## config.mk

```make
export PLATFORM = sky130hd
export DESIGN_NAME = fp_mul_driver
export DESIGN_NICKNAME = d
export VERILOG_FILES = /design/src/rtl/fp_mul_pkg.sv /design/src/rtl/fp_mul_booth_csa.sv /design/src/rtl/fp_mul_driver.sv
export SDC_FILE = /design/constraint.sdc
export NUM_CORES = 1
export LEC_CHECK = 0
export BUFFER_PORTS_ARGS = -buffer_cell sky130_fd_sc_hd__buf_2
export CAP_MARGIN = 5
export CORE_UTILIZATION = 50
export CTS_CLUSTER_SIZE = 28
export DETAILED_ROUTE_END_ITERATION = 7
export GPL_TIMING_DRIVEN = 0
export PLACE_DENSITY = 0.66
export SLEW_MARGIN = 40
export SYNTH_ARGS = -nofsm -noshare
export SYNTH_HDL_FRONTEND = slang
export SYNTH_SLANG_ARGS = --single-unit
```

## constraint.sdc

```tcl
create_clock -name clk -period 13.31 [get_ports clk]
set_clock_uncertainty 0.2 [all_clocks]
set_input_delay 1.9965 -clock clk [delete_from_list [all_inputs] [get_ports clk]]
set_output_delay 1.9965 -clock clk [all_outputs]
set_load 0.1 [all_outputs]
```

## src/rtl/fp_mul_pkg.sv

```systemverilog
// rtl/fp_mul_pkg.sv - shared constants, state type and operand helpers for the binary32 multiplier
package fp_mul_pkg;

    localparam int EXP_BIAS   = 127;
    localparam int EXP_W      = 8;
    localparam int FRAC_W     = 23;
    localparam logic [31:0] QNAN = 32'h7FC0_0000;
    localparam int MUL_CYCLES = 13;
    // 48-bit product plus headroom so negative Booth digits wrap harmlessly
    localparam int ACC_W      = 50;

    typedef enum logic [1:0] {
        ST_IDLE,
        ST_MUL,
        ST_NORM,
        ST_ROUND
    } state_t;

    // Subnormals count as zero, so the hidden bit is set only for a nonzero exponent.
    function automatic logic [FRAC_W:0] signif(input logic [31:0] x);
        return {(x[30:23] != '0), x[22:0]};
    endfunction

    function automatic logic is_zero(input logic [31:0] x);
        return (x[30:23] == '0);
    endfunction

    function automatic logic is_inf(input logic [31:0] x);
        return (x[30:23] == '1) && (x[22:0] == '0);
    endfunction

    function automatic logic is_nan(input logic [31:0] x);
        return (x[30:23] == '1) && (x[22:0] != '0);
    endfunction

endpackage

```

## src/rtl/fp_mul_booth_csa.sv

```systemverilog
// rtl/fp_mul_booth_csa.sv - one radix-4 Booth digit per step, accumulated in carry-save form
module fp_mul_booth_csa
    import fp_mul_pkg::*;
(
    input  logic             clk,
    input  logic             rst,
    input  logic             i_clear,
    input  logic             i_step,
    input  logic [3:0]       i_idx,
    input  logic [23:0]      i_mcand,
    input  logic [23:0]      i_mplier,
    output logic [ACC_W-1:0] o_sum,
    output logic [ACC_W-1:0] o_carry
);

    logic [ACC_W-1:0] r_sum, r_carry;
    logic [26:0]      w_ext;
    logic [2:0]       w_trip;
    logic             w_neg, w_dbl, w_nz;
    logic [ACC_W-1:0] w_mag, w_pp, w_sum_n;
    logic [ACC_W-2:0] w_maj;

    assign w_ext  = {2'b00, i_mplier, 1'b0};
    assign w_trip = 3'(w_ext >> {i_idx, 1'b0});

    always_comb begin
        w_nz  = 1'b1;
        w_neg = 1'b0;
        w_dbl = 1'b0;
        case (w_trip)
            3'b001, 3'b010: ;
            3'b011:         w_dbl = 1'b1;
            3'b100:         begin w_dbl = 1'b1; w_neg = 1'b1; end
            3'b101, 3'b110: w_neg = 1'b1;
            default:        w_nz  = 1'b0;
        endcase
    end

    assign w_mag = ({{(ACC_W-24){1'b0}}, i_mcand} << w_dbl) << {i_idx, 1'b0};
    // Negative digits use ones' complement here; the +1 rides in the free carry LSB.
    assign w_pp    = !w_nz ? '0 : (w_neg ? ~w_mag : w_mag);
    assign w_sum_n = r_sum ^ r_carry ^ w_pp;
    assign w_maj   = (r_sum[ACC_W-2:0] & r_carry[ACC_W-2:0])
                   | (r_sum[ACC_W-2:0] & w_pp[ACC_W-2:0])
                   | (r_carry[ACC_W-2:0] & w_pp[ACC_W-2:0]);

    always_ff @(posedge clk or negedge rst) begin
        if (!rst) begin
            r_sum   <= '0;
            r_carry <= '0;
        end else if (i_clear) begin
            r_sum   <= '0;
            r_carry <= '0;
        end else if (i_step) begin
            r_sum   <= w_sum_n;
            r_carry <= {w_maj, w_neg & w_nz};
        end
    end

    assign o_sum   = r_sum;
    assign o_carry = r_carry;

endmodule

```

## src/rtl/fp_mul_driver.sv

```systemverilog
// rtl/fp_mul_driver.sv - multi-cycle binary32 multiplier: control, specials, normalize, round, pack
module fp_mul_driver
    import fp_mul_pkg::*;
(
    input  logic        clk,
    input  logic        rst,
    input  logic        start,
    input  logic [31:0] a_bits,
    input  logic [31:0] b_bits,
    output logic        busy,
    output logic        done,
    output logic [31:0] z_bits
);

    state_t             r_state;
    logic [3:0]         r_cnt;
    logic [31:0]        r_a, r_b, r_z;
    logic [47:0]        r_prod;
    logic signed [9:0]  r_exp;
    logic               r_busy, r_done;

    logic [ACC_W-1:0]   w_sum, w_carry;
    logic [47:0]        w_full;
    logic [9:0]         w_exp_n;
    logic [46:0]        w_norm;
    logic               w_sign, w_guard, w_round, w_sticky, w_rup;
    logic [23:0]        w_rnd;
    logic signed [9:0]  w_exp_f;
    logic [31:0]        w_result;

    fp_mul_booth_csa u_booth (
        .clk      (clk),
        .rst      (rst),
        .i_clear  ((r_state == ST_IDLE) && start),
        .i_step   (r_state == ST_MUL),
        .i_idx    (r_cnt),
        .i_mcand  (signif(r_a)),
        .i_mplier (signif(r_b)),
        .o_sum    (w_sum),
        .o_carry  (w_carry)
    );

    assign w_full  = 48'(w_sum + w_carry);
    assign w_exp_n = {2'b00, r_a[30:23]} + {2'b00, r_b[30:23]} - 10'(EXP_BIAS) + {9'd0, w_full[47]};

    assign w_sign   = r_a[31] ^ r_b[31];
    assign w_norm   = r_prod[47] ? r_prod[46:0] : {r_prod[45:0], 1'b0};
    assign w_guard  = w_norm[23];
    assign w_round  = w_norm[22];
    assign w_sticky = |w_norm[21:0];
    assign w_rup    = w_guard & (w_round | w_sticky | w_norm[24]);
    assign w_rnd    = {1'b0, w_norm[46:24]} + {23'd0, w_rup};
    // A rounding carry leaves the fraction at zero, so only the exponent moves.
    assign w_exp_f  = r_exp + $signed({9'd0, w_rnd[23]});

    always_comb begin
        w_result = {w_sign, w_exp_f[7:0], w_rnd[22:0]};
        if (is_nan(r_a) || is_nan(r_b) || (is_inf(r_a) && is_zero(r_b)) || (is_inf(r_b) && is_zero(r_a)))
            w_result = QNAN;
        else if (is_inf(r_a) || is_inf(r_b))
            w_result = {w_sign, 8'hFF, 23'd0};
        else if (is_zero(r_a) || is_zero(r_b))
            w_result = {w_sign, 31'd0};
        else if (w_exp_f >= 10'sd255)
            w_result = {w_sign, 8'hFF, 23'd0};
        else if (w_exp_f <= 10'sd0)
            w_result = {w_sign, 31'd0};
    end

    always_ff @(posedge clk or negedge rst) begin
        if (!rst) begin
            r_state <= ST_IDLE;
            r_cnt   <= '0;
            r_a     <= '0;
            r_b     <= '0;
            r_z     <= '0;
            r_prod  <= '0;
            r_exp   <= '0;
            r_busy  <= 1'b0;
            r_done  <= 1'b0;
        end else begin
            r_done <= 1'b0;
            case (r_state)
                ST_IDLE: if (start) begin
                    r_a     <= a_bits;
                    r_b     <= b_bits;
                    r_cnt   <= '0;
                    r_busy  <= 1'b1;
                    r_state <= ST_MUL;
                end
                ST_MUL: begin
                    r_cnt <= r_cnt + 4'd1;
                    if (r_cnt == 4'(MUL_CYCLES - 1))
                        r_state <= ST_NORM;
                end
                ST_NORM: begin
                    r_prod  <= w_full;
                    r_exp   <= $signed(w_exp_n);
                    r_state <= ST_ROUND;
                end
                ST_ROUND: begin
                    r_z     <= w_result;
                    r_done  <= 1'b1;
                    r_busy  <= 1'b0;
                    r_state <= ST_IDLE;
                end
                default: r_state <= ST_IDLE;
            endcase
        end
    end

    assign busy   = r_busy;
    assign done   = r_done;
    assign z_bits = r_z;

endmodule

```

After elaboration in Yosys (flattened, before gate mapping)
Cells that the tools add are included.

Register bits: 262. Bits of input ports: 67. Output and inout port bits: 34. Word-level logic and storage cells: 105.

$add $sub $neg: 7. $lt $le $gt $ge: 2. Equal/unequal tests: 14. Shift operators: 3. Muxes and demuxes: 23. Bitwise gates (word level): 13. Reductions and logical operators: 32.

Operators by type and width (number): two-way mux 50 bit (6); AND 49 bit (3); two-way mux 31 bit (4); bitwise XOR 50 bit (2); bitwise OR 49 bit (2); NOT 50 bit (1); left shift 24 x 1 -> 50 bit (1); left shift 50 x 5 -> 50 bit (1); adder 48 bit (1); two-way mux 47 bit (1); logical NOT 23 bit (2); nonzero test 23 bit (2); two-way mux 32 bit (1); >> shifter 25 x 5 -> 3 bit (1); adder 23 x 1 -> 24 bit (1); OR reduction 22 bit (1); == test 8 bit (second input constant) (2); logical NOT 8 bit (2); nonzero test 8 bit (2); adder 10 x 1 -> 10 bit (1); adder 10 x 2 -> 10 bit (1); >= comparator 10 x 9 -> 1 bit (second input constant) (1); <= comparator 10 x 1 -> 1 bit (second input constant) (1); subtractor 9 x 7 -> 10 bit (second input constant) (1); other kinds (26) (53).

Depth between registers and ports, before layout
Word-level depth: 15. Mapped depth: 24. Mapped depth without buffers: 24.

Hierarchy
A second synthesis with hierarchy kept.

Cells, all modules: 1906. Area, all modules: 18649.1 um^2.

By module, submodules not included: fp_mul_driver (times used 1, cells an instance 1100, area each 10761.6 um^2, sequential area each 4053.9 um^2); fp_mul_booth_csa (times used 1, cells an instance 806, area each 7887.6 um^2, sequential area each 2502.4 um^2).

Worst setup path before layout
No wires, ideal clock.

Path type: flip-flop to flip-flop. From: reg u_booth.r_carry[1] (netlist: u_booth.o_carry[1]). To: reg r_exp[8]. Setup time: 0.125 ns. Arrival: 4.721 ns. Required time: 12.985 ns. Setup slack: 8.264 ns. Cell stages (with the launch flop): 25. Buffers on the path: 0. Clock period less this slack: 5.046 ns. Path through: dfrtp_1 -> ha_1 -> a21o_1 -> a21o_1 -> a21oi_1 -> o41a_1 -> a311oi_1 -> o211ai_1 -> a211o_1 -> o41ai_1 -> xnor2_1 -> ha_1 -> inv_1 -> ha_1 -> inv_1 -> fa_1 -> nor2b_1 -> o21ai_0 -> nand2b_1 -> a21o_1 -> a21o_1 -> a21o_1 -> a21oi_1 -> xnor2_1 -> mux2_2.

Word-level cells in the longest chain between the ends: 2.

RTL lines: start: declaration (line fp_mul_booth_csa.sv:16) `logic [ACC_W-1:0] r_sum, r_carry;`; start signal: assignment (line fp_mul_booth_csa.sv:56) `r_carry <= {w_maj, w_neg & w_nz};`; adder 48 bit (line fp_mul_driver.sv:43) `assign w_full = 48'(w_sum + w_carry);`; adder 10 x 1 -> 10 bit (line fp_mul_driver.sv:44) `assign w_exp_n = {2'b00, r_a[30:23]} + {2'b00, r_b[30:23]} - 10'(EXP_BIAS) + {9'd0, w_full[47]};`; end signal: assignment (line fp_mul_driver.sv:98) `r_exp <= $signed(w_exp_n);`; end: declaration (line fp_mul_driver.sv:19) `logic signed [9:0] r_exp;`.

No other way between the ends. A chain may end at the register's enable or synchronous reset.

Final worst setup path
From: reg r_prod[47]. To: reg r_z[9] (netlist: z_bits[9]).

Word-level cells in the longest chain between the ends: 13. Elaborated cells on any way between the ends: 14. Classes of those cells: 2 x add/sub; 2 x order compare; 6 x mux; 3 x bitwise; 1 x reduce/logical.

RTL lines: start: declaration (line fp_mul_driver.sv:18) `logic [47:0] r_prod;`; start signal: assignment (line fp_mul_driver.sv:97) `r_prod <= w_full;`; two-way mux 47 bit (*) (line fp_mul_driver.sv:47) `assign w_norm = r_prod[47] ? r_prod[46:0] : {r_prod[45:0], 1'b0};`; OR reduction 22 bit (line fp_mul_driver.sv:50) `assign w_sticky = |w_norm[21:0];`; bitwise OR 1 bit (2 in series) (line fp_mul_driver.sv:51) `assign w_rup = w_guard & (w_round | w_sticky | w_norm[24]);`; AND 1 bit (line fp_mul_driver.sv:51); adder 23 x 1 -> 24 bit (*) (line fp_mul_driver.sv:52) `assign w_rnd = {1'b0, w_norm[46:24]} + {23'd0, w_rup};`; adder 10 x 2 -> 10 bit (line fp_mul_driver.sv:54) `assign w_exp_f = r_exp + $signed({9'd0, w_rnd[23]});`; <= comparator 10 x 1 -> 1 bit (line fp_mul_driver.sv:66) `else if (w_exp_f <= 10'sd0)`; two-way mux 31 bit (line fp_mul_driver.sv:66); two-way mux 31 bit (*) (line fp_mul_driver.sv:64) `else if (w_exp_f >= 10'sd255)`; two-way mux 31 bit (*) (line fp_mul_driver.sv:62) `else if (is_zero(r_a) || is_zero(r_b))`; two-way mux 31 bit (*) (line fp_mul_driver.sv:60) `else if (is_inf(r_a) || is_inf(r_b))`; two-way mux 32 bit (*) (line fp_mul_driver.sv:58) `if (is_nan(r_a) || is_nan(r_b) || (is_inf(r_a) && is_zero(r_b)) || (is_inf(r_b) && is_zero(r_a)))`; end signal: assignment (line fp_mul_driver.sv:102) `r_z <= w_result;`; end: declaration (line fp_mul_driver.sv:17) `logic [31:0] r_a, r_b, r_z;`.

Every way passes the cells marked *; elsewhere a longest branch is shown, timed or not.

==> metrics.txt <==
TritonRoute pass-1 iters=8; routed len/inst=20.3 um; Layout Utilization=57.6%; leading area contributor after synthesis=dfrtp_1; Final HPWL DP=39.2 mm; area grow syn2layout=12.5%; fillcell total=3146; vias per cell=5.95; post-CTS sizing=0; crit start category=register; met3 WL=2.66 mm; Reg2Reg Depth=20; Max Cap Viol=0; Rel. slew slack=40.2%; Worst-path clk slew=0.06 ns; Yosys warning total=0; WP data arrival=6.70 ns; GRT Total Usage=27.9%; unrepaired setup endpoints after global routing=no; Die Height=194 um; Rows=69; Critical-path top delay cell=a2111oi_1; share of layout cells above drive strength 1=16.6%; number of global-route vias before repair=15100; Worst Path Max Fanout=10; commonest non-fill, non-tap cells in the layout=dfrtp_1 (258), nor2_1 (177), inv_1 (136); Clock Latency Late Sink=0.59 ns; Final Max Slew Viols=0; sequential area share after synthesis=35.2%; CTS Buf Count=30; Max Fclk=0.156 GHz; core area=0.0358 mm^2; final RePlAce weighted congestion=0.987; H-tree levels=1; Tightest Pin Transition=0.896 ns; CP Capture Type=register; hold path startpoint=z_bits[8]$_DFFE_PN0P_; Avg Inst Size Synth=9.67 um^2; post-synth cell types=77; CP Class=reg2reg; CTS Root Cell=clkbuf_16; PortBufs=99; setup tns final=0 ns; critical-path cell list=buf_1, nand2_1, a2111oi_1, nand4_1, nor2_1, nand2_1, nor2_1, nand4_1, nor3_1, ha_1, ha_1, nand3_1, xnor2_1, nor3_1, a31oi_1, nand3b_1, or3_1, clkbuf_1, clkbuf_1, o2bb2ai_1; CTS tree=done; ANT nets after route=0; largest net degree at the start of global routing=75; # Post-CTS Setup Buffers=0; met2 WL=23.5 mm; RR Endpoint=z_bits[9]$_DFFE_PN0P_; R2R Path Start=r_prod[47]$_DFFE_PN0P_; first-pass GRT wire length=83.8 mm; Tcrit/Tclk final=48.1%; run status=finished clean; Area contributors post-synth=dfrtp_1 (35%), mux2_2 (7.6%), fa_1 (5.3%); final hold vios=0; gr ovfl total=0; CTS max path bufs=3; DRC viols=0; commonest non-fill, non-tap cell in the layout=dfrtp_1; initial antenna violation count=0; Worst Hold Path EP=z_bits[8]$_DFFE_PN0P_; met1 WL=23.5 mm; Synth Flop Type=dfrtp_1; initial cell density of the core=51.2%; Yosys reg bits=258; final setup violation count=0; Clock Sinks=258; IO Count=101; nets=2220; CP peak stage delay=0.79 ns; HP Class=reg2reg; min cycle time layout=6.40 ns; CP Data Required Time=13.61 ns; DR vias=15000; final wirelength=51.1 mm; Die X-Extent=194 um; Initial DRC Count=1302; antenna cells=0; Seq. cell area=0.00646 mm^2; CTS Hold Buffers Added=0; FFs w/ async S/R, synth=100%; max layer used=met4; flop-to-flop setup slack=6.91 ns; hold path depth=1; Yosys top cell area share=35.2%; area of the die=0.0375 mm^2; EDFF count, synth=0; syn_nets=2085; Post-Synthesis Cells=1897; Multi-input gate area=0.0109 mm^2; Mapped Area=0.0183 mm^2
==> through the flow <==
stage	std cells	hold slack, ns	setup WS, ns	area (um^2)
global placement	2457	0.265	5.32	19400
finish	2517	0.277	6.91	20600
floorplan	1897	0.252	8.26	18300
global route	2517	0.288	6.47	20600
CTS	2517	0.284	6.88	20600
detailed placement	2461	0.269	6.89	19500
==> final cells by class <==
type,instances,share of cell area (%)
Multi-Input combinational cell,1389,52.9
Inverter,137,2.49
Clock buffer,41,4.27
Clock inverter,15,1.07
Tap cell,461,2.79
Buffer,113,2.32
Timing Repair Buffer,103,2.87
Sequential cell,258,31.3
==> synth_stat cells (39+ instances only) <==
cell	n
dfrtp_1	258
nor2_1	177
inv_1	136
mux2_2	124
nand2_1	107
a211oi_1	99
a21oi_1	98
clkbuf_1	89
mux2i_1	82
ha_1	72
o21ai_0	71
nand3_1	55
fa_1	49
xnor2_1	49
xor2_1	47
a21o_1	39
==> critical path, delay by kind of cell (launching register included) <==
kind	cells	cell delay, ns
AO/OA/AOI/OAI	3	1.37
XOR/XNOR	1	0.23
adder cells (fa/ha/maj)	2	0.63
buffers and inverters	3	1.18
flip-flops	1	0.47
AND/OR/NAND/NOR	11	2.20
==> metal layers <==
metal,vias up,global-route usage (%)
met4,0,7.61
li1,7105,-
met1,7329,39.5
met3,90,3.56
met5,-,0
met2,451,45.2
==> state kept, by name (all words and copies together) (netlist names) <==
name and count:
r_prod 48, u_booth.o_carry 48, u_booth.o_sum 48, r_a 32, r_b 32, z_bits 32, r_exp 10, r_cnt 4
r_state 2, busy 1, done 1
==> worst max path at each step <==
stage                                   startpoint                     end  slack [ns]  cells after the start
global route                r_prod[47]$_DFFE_PN0P_  z_bits[10]$_DFFE_PN0P_        6.47                     21
detailed placement          r_prod[47]$_DFFE_PN0P_  z_bits[21]$_DFFE_PN0P_        6.89                     21
finish                      r_prod[47]$_DFFE_PN0P_   z_bits[9]$_DFFE_PN0P_        6.91                     20
CTS                         r_prod[47]$_DFFE_PN0P_  z_bits[21]$_DFFE_PN0P_        6.88                     20
floorplan           u_booth.o_carry[1]$_DFFE_PN0P_    r_exp[8]$_DFFE_PN0P_        8.26                     24
global placement                               rst   r_prod[3]$_DFFE_PN0P_        5.32                      1
==> cell families (layout without fill, tap and decap cells) <==
group	Yosys count	in the layout	share of synthesized area, %
adder cells (fa/ha/maj)	121	121	10.3
multiplexers	231	231	15.2
buffers and inverters	250	409	5.40
AO/OA/AOI/OAI	457	457	17.0
AND/OR/NAND/NOR	484	484	12.5
XOR/XNOR	96	96	4.58
flip-flops	258	258	35.2
Power is not shown: default switching activity piles up to over one toggle a cycle in this logic, so the estimate is an artifact.
